### config.mk
export PLATFORM = sky130hd
export DESIGN_NAME = dual_fetch_unit
export DESIGN_NICKNAME = d
export VERILOG_FILES = /design/src/rtl/dual_fetch_unit_pkg.sv /design/src/rtl/dual_fetch_unit_queue.sv /design/src/rtl/dual_fetch_unit.sv
export SDC_FILE = /design/constraint.sdc
export NUM_CORES = 1
export LEC_CHECK = 0
export ABC_AREA = 1
export BUFFER_PORTS_ARGS = -buffer_cell sky130_fd_sc_hd__buf_2
export CORE_UTILIZATION = 55
export CTS_CLUSTER_SIZE = 10
export DETAILED_ROUTE_END_ITERATION = 6
export PLACE_DENSITY = 0.79
export SETUP_SLACK_MARGIN = 0.2
export SYNTH_ARGS = -nofsm -noshare
export SYNTH_HDL_FRONTEND = slang
export SYNTH_SLANG_ARGS = --single-unit
### constraint.sdc
create_clock -name clk -period 4.3 [get_ports clk]
set_clock_uncertainty 0.15 [all_clocks]
set_input_delay 0.215 -clock clk [delete_from_list [all_inputs] [get_ports clk]]
set_output_delay 0.215 -clock clk [all_outputs]
set_load 0.01 [all_outputs]
### src/rtl/dual_fetch_unit_pkg.sv
// Shared fetch-path types.
//   XLEN_WIDTH    : architectural word width
//   FETCH_WIDTH   : instructions fetched per enqueue
//   fetch_entry_t : one queue slot, {pc, instr}
package common;
    localparam int XLEN_WIDTH  = 32;
    localparam int FETCH_WIDTH = 2;

    typedef struct packed {
        logic [XLEN_WIDTH-1:0] pc;
        logic [XLEN_WIDTH-1:0] instr;
    } fetch_entry_t;
endpackage

### src/rtl/dual_fetch_unit_queue.sv
// fetch_queue: circular instruction queue, 2-wide enqueue, 0..2 dequeue, flush.
//   clk, reset        : clock, synchronous active-high reset (clears storage too)
//   flush_i           : empty the queue; wins over enqueue and dequeue
//   enq_i             : write enq0_i at tail and enq1_i at tail+1 (caller guarantees room)
//   deq_cnt_i         : requested dequeue, 3 behaves as 2, clamped to current count
//   count_o           : registered occupancy 0..DEPTH
//   head0_o / head1_o : entries at head and head+1, straight from storage
module fetch_queue
    import common::*;
#(
    parameter int DEPTH = 4
) (
    input  logic                         clk,
    input  logic                         reset,
    input  logic                         flush_i,
    input  logic                         enq_i,
    input  fetch_entry_t                 enq0_i,
    input  fetch_entry_t                 enq1_i,
    input  logic [1:0]                   deq_cnt_i,
    output logic [$clog2(DEPTH+1)-1:0]   count_o,
    output fetch_entry_t                 head0_o,
    output fetch_entry_t                 head1_o
);
    localparam int PTR_W = $clog2(DEPTH);
    localparam int CNT_W = $clog2(DEPTH+1);

    fetch_entry_t       mem_q [DEPTH];
    logic [PTR_W-1:0]   head_q, head_d, tail_q, tail_d, tail1;
    logic [CNT_W-1:0]   count_q, count_d, deq_req, deq_eff;

    // Pointer widths equal log2(DEPTH), so plain addition wraps modulo DEPTH.
    always_comb begin
        deq_req = (deq_cnt_i == 2'd0) ? CNT_W'(0) :
                  (deq_cnt_i == 2'd1) ? CNT_W'(1) : CNT_W'(2);
        deq_eff = (deq_req > count_q) ? count_q : deq_req;
        count_d = count_q - deq_eff + (enq_i ? CNT_W'(FETCH_WIDTH) : CNT_W'(0));
        head_d  = head_q + PTR_W'(deq_eff);
        tail1   = tail_q + PTR_W'(1);
        tail_d  = tail_q + PTR_W'(FETCH_WIDTH);
    end

    always_ff @(posedge clk) begin
        if (reset) begin
            head_q  <= '0;
            tail_q  <= '0;
            count_q <= '0;
            for (int i = 0; i < DEPTH; i++) mem_q[i] <= '0;
        end else if (flush_i) begin
            head_q  <= '0;
            tail_q  <= '0;
            count_q <= '0;
        end else begin
            head_q  <= head_d;
            count_q <= count_d;
            if (enq_i) begin
                mem_q[tail_q] <= enq0_i;
                mem_q[tail1]  <= enq1_i;
                tail_q        <= tail_d;
            end
        end
    end

    assign count_o = count_q;
    assign head0_o = mem_q[head_q];
    assign head1_o = mem_q[head_q + PTR_W'(1)];
endmodule

### src/rtl/dual_fetch_unit.sv
// dual_fetch_unit: PC sequencing for a 2-wide fetch feeding an instruction queue.
//   clk, reset                  : clock, synchronous active-high reset
//   fetch_enable                : allow new fetches (PC frozen when low)
//   redirect_valid, redirect_pc : flush queue and restart fetch at redirect_pc
//   byte_address0/1             : combinational memory addresses PC, PC+4
//   read_data0/1                : combinational memory data for those addresses
//   deq_count                   : instructions consumed by decode this cycle
//   out_valid0/1, out_instr0/1, out_pc0/1 : queue head and head+1
module dual_fetch_unit
    import common::*;
#(
    parameter logic [XLEN_WIDTH-1:0] RESET_PC = 32'h0000_0000,
    parameter int                    DEPTH    = 4
) (
    input  logic                  clk,
    input  logic                  reset,
    input  logic                  fetch_enable,
    input  logic                  redirect_valid,
    input  logic [XLEN_WIDTH-1:0] redirect_pc,
    output logic [XLEN_WIDTH-1:0] byte_address0,
    output logic [XLEN_WIDTH-1:0] byte_address1,
    input  logic [XLEN_WIDTH-1:0] read_data0,
    input  logic [XLEN_WIDTH-1:0] read_data1,
    input  logic [1:0]            deq_count,
    output logic                  out_valid0,
    output logic                  out_valid1,
    output logic [XLEN_WIDTH-1:0] out_instr0,
    output logic [XLEN_WIDTH-1:0] out_instr1,
    output logic [XLEN_WIDTH-1:0] out_pc0,
    output logic [XLEN_WIDTH-1:0] out_pc1
);
    localparam int CNT_W = $clog2(DEPTH+1);

    logic [XLEN_WIDTH-1:0] pc_q;
    logic [CNT_W-1:0]      count;
    logic                  enq;
    fetch_entry_t          head0, head1;
    logic                  unused_rpc_lsbs;

    assign unused_rpc_lsbs = ^redirect_pc[1:0];

    // Room check uses the registered count only: a same-cycle dequeue does not
    // free space for this cycle's enqueue.
    assign enq = fetch_enable && !redirect_valid && (count <= CNT_W'(DEPTH-2));

    assign byte_address0 = pc_q;
    assign byte_address1 = pc_q + 32'd4;

    always_ff @(posedge clk) begin
        if (reset)               pc_q <= {RESET_PC[XLEN_WIDTH-1:2], 2'b00};
        else if (redirect_valid) pc_q <= {redirect_pc[XLEN_WIDTH-1:2], 2'b00};
        else if (enq)            pc_q <= pc_q + 32'd8;
    end

    fetch_queue #(.DEPTH(DEPTH)) u_queue (
        .clk       (clk),
        .reset     (reset),
        .flush_i   (redirect_valid),
        .enq_i     (enq),
        .enq0_i    ('{pc: pc_q,         instr: read_data0}),
        .enq1_i    ('{pc: byte_address1, instr: read_data1}),
        .deq_cnt_i (deq_count),
        .count_o   (count),
        .head0_o   (head0),
        .head1_o   (head1)
    );

    assign out_valid0 = (count != '0);
    assign out_valid1 = (count >= CNT_W'(2));
    assign out_instr0 = head0.instr;
    assign out_instr1 = head1.instr;
    assign out_pc0    = head0.pc;
    assign out_pc1    = head1.pc;
endmodule

==> results.toml <==
[outcome]
outcome = "finished, final reports clean"

[worst_setup_path]
cp_max_fo = 116
crit_type = "flop to primary output"
crit_path_end_kind = "primary output"
critPathSlowestCell = "buf_4"
crit_buf_inv = 3
critPathMaxStageDelay_ns = 0.94
critical_path.cell_chain = "clkinv_2, buf_4, o21ai_0, o22ai_1, buf_2"
cp-start-kind = "flop"
cp_top_family = "buffers and inverters"
arrival_ns = 3.03
required_ns = 3.93

[finish]
n_antenna_cell = 0
n_fill_cell = 2160
regArea_mm2 = 0.00818
nets = 2454
utilization_pct = 69.8
layout_commonest_cell = "nand2_1"
area_growth_pct = 23.5
final_area_mm2 = 0.0196
drive_gt1_share_pct = 16.6
mostFrequentLayoutCells = "nand2_1 (485), nor2_1 (342), o21ai_0 (318), buf_2 (285), edfxtp_1 (248)"
multi_input_area_mm2 = 0.00636

[drt]
vias = 15800
antenna_left = 0
drt_first_pass_iters = 7
avgViaCountPerCell = 5.74
wl_um = 52000
wl_per_cell_um = 18.9
drt_iter0_drc = 1636
drc_errors = 0

[sta]
tightest_slew_ns = 1.28
fin_hold_ws_ns = 0.0335
maxSlewHeadroom_pct = 14.7
fin_crit_sh_pct = 78.9
final_max_slew_viol_count = 0
fmax_mhz = 295
finalSetupViolations = 0
rsz0062_at_grt = "no"
hold_viol = 0
period_needed_ns = 3.39
fin_ws_ns = 0.905
setup_tns_ns = 0

[job]
drv_cap = 0

[die]
rows = 61
initial_utilization_pct = 56.5
fp.dieArea_mm2 = 0.0295
core_mm2 = 0.0281
die_h_um = 172
io_pins = 296
die_width_um = 172

[yosys]
synth_seq_area_share_pct = 51.5
async_flop_share_pct = 0
synth_warnings = 0
synth_area_mm2 = 0.0159
synth_seq_cells = 284
postSynthCellCount = 2012
avgSynthCellArea_um2 = 7.89
ys_types = 40
synthTopCellsByArea = "edfxtp_1 (47%), nand2_1 (12%), o21ai_0 (10%)"
synth_top_area_share_pct = 46.9
synth_top_area_cell = "edfxtp_1"
synth_flop_cell = "edfxtp_1"
synth_edf_count = 248

[power]
power_frac_comb_pct = 32.1
p_int_uw = 5760
seqPwrFrac_pct = 37.8
switching_share_pct = 35.8
net-switching-power_uw = 3210
p_leak_uw = 0.00925
peakVddDrop_mv = 0.335
clockPowerShare_pct = 30.1
power_density_mw_per_mm2 = 458

[global_route]
antenna_found_initial = 1
first_global_vias = 14800
grt_util_all_layers_pct = 34.2
grt_overflow = 0
grt_pass1_wl_um = 76800
grt_max_degree = 165

[clocking]
numCtsBuffers = 35
clkSlewWorstSetupHoldPaths_ns = 0.05
ctsResizeCount = 0
ctsHtreeMaxLevel = 2
clock-root-buffer = "clkbuf_16"
cts_sinks = 284
clkLatencyLatePin_ns = 0.53
clock_tree.buffer_depth = 3
cts_tree = "built"

[placed_design]
place_congestion = 0.977
place_hpwl_um = 31700
port_buffers = 285
place_worst_setup_slack_ns = 0.938
dpl-instance-area_mm2 = 0.0175

[worst_hold_path]
min_path_type = "input pin to flop"
-- through the flow --
stage,power [uW],cells
4_1_cts,8880,2745
6_report,8970,2745
3_3_place_gp,6060,2576
2_1_floorplan,5020,2019
3_5_place_dp,6150,2576
5_1_grt,9320,2745
-- cells by family (layout without fill, tap and decap cells) --
logic type	Yosys count	after routing	synth area share, %
AO/OA/AOI/OAI	433	433	14.6
XOR/XNOR	25	25	1.43
adder cells (fa/ha/maj)	8	8	0.678
buffers and inverters	342	690	8.84
flip-flops	284	284	51.5
other	1	8	0.0236
AND/OR/NAND/NOR	919	919	23.0
-- cell type report --
class | instances | share of cell area [%]
clock inverters | 3 | 0.172
multi-input cells | 1393 | 32.5
flip-flops and latches | 284 | 41.7
inverters | 217 | 4.18
well taps | 378 | 2.41
repair buffers | 413 | 14.0
clock buffers | 57 | 5.05
-- final timing paths --
check                                      start                             end  slack [ns]  cells past startpoint
setup / recovery    u_queue.head_q[0]$_SDFF_PP0_                     out_pc0[17]        0.91                      5
hold / removal                             reset  byte_address0[12]$_SDFFE_PP0N_        0.03                      4
setup reg to reg   u_queue.count_o[1]$_SDFF_PP0_  u_queue.mem_q[3][23]$_DFFE_PP_        1.24                      8
hold reg to reg   byte_address0[16]$_SDFFE_PP0N_  byte_address0[16]$_SDFFE_PP0N_        0.46                      3
-- tightest hold or removal path, stage by stage --
cell,delay [ns]
buf_2,0.21
nor2_1,0.14
o21ai_1,0.07
inv_1,0.04
-- power by group through the flow --
stage | registers [uW] | logic, uW | clock network (uW)
global route | 3410 | 3110 | 2790
CTS | 3380 | 2800 | 2700
finish | 3390 | 2880 | 2700
global placement | 3420 | 2640 | 0
detailed placement | 3440 | 2710 | 0
floorplan | 3370 | 1660 | 0
-- layer usage --
layer | GRT usage, % | vias to the layer above | part of all wire (%) | wire length, um
met2 | 58.6 | 1045 | 47 | 24700
met1 | 42.3 | 7308 | 37 | 19400
met3 | 5.27 | 160 | 11 | 5890
met4 | 16.2 | 2 | 3.9 | 2040
li1 | - | 7255 | - | -
met5 | 0 | - | 0.025 | 13
-- cell usage after synthesis, types with 11 or more instances --
cell,n
dfxtp_1,36
a21oi_1,23
nand2_1,491
o22ai_1,63
nor3_1,11
buf_2,15
nor2_1,342
clkbuf_1,88
nand3_1,43
edfxtp_1,248
o21ai_1,11
xor2_1,22
inv_1,208
o21ai_0,318
-- flip-flops by register name, summed over array words and instances, names as in the netlist --
| name | flops |
|---|---|
| u_queue.head_q | 2 |
| u_queue.count_o | 3 |
| u_queue.mem_q | 248 |
| u_queue.tail_q | 1 |
| byte_address0 | 30 |
-- timing repair --
action | CTS | global route
hold endpoints to repair | 157 | 0
endpoints found under the setup margin | 0 | 0
buffers inserted | 0 | 0
hold buffers | 109 | 0
Power figures use the tool's default switching activity.
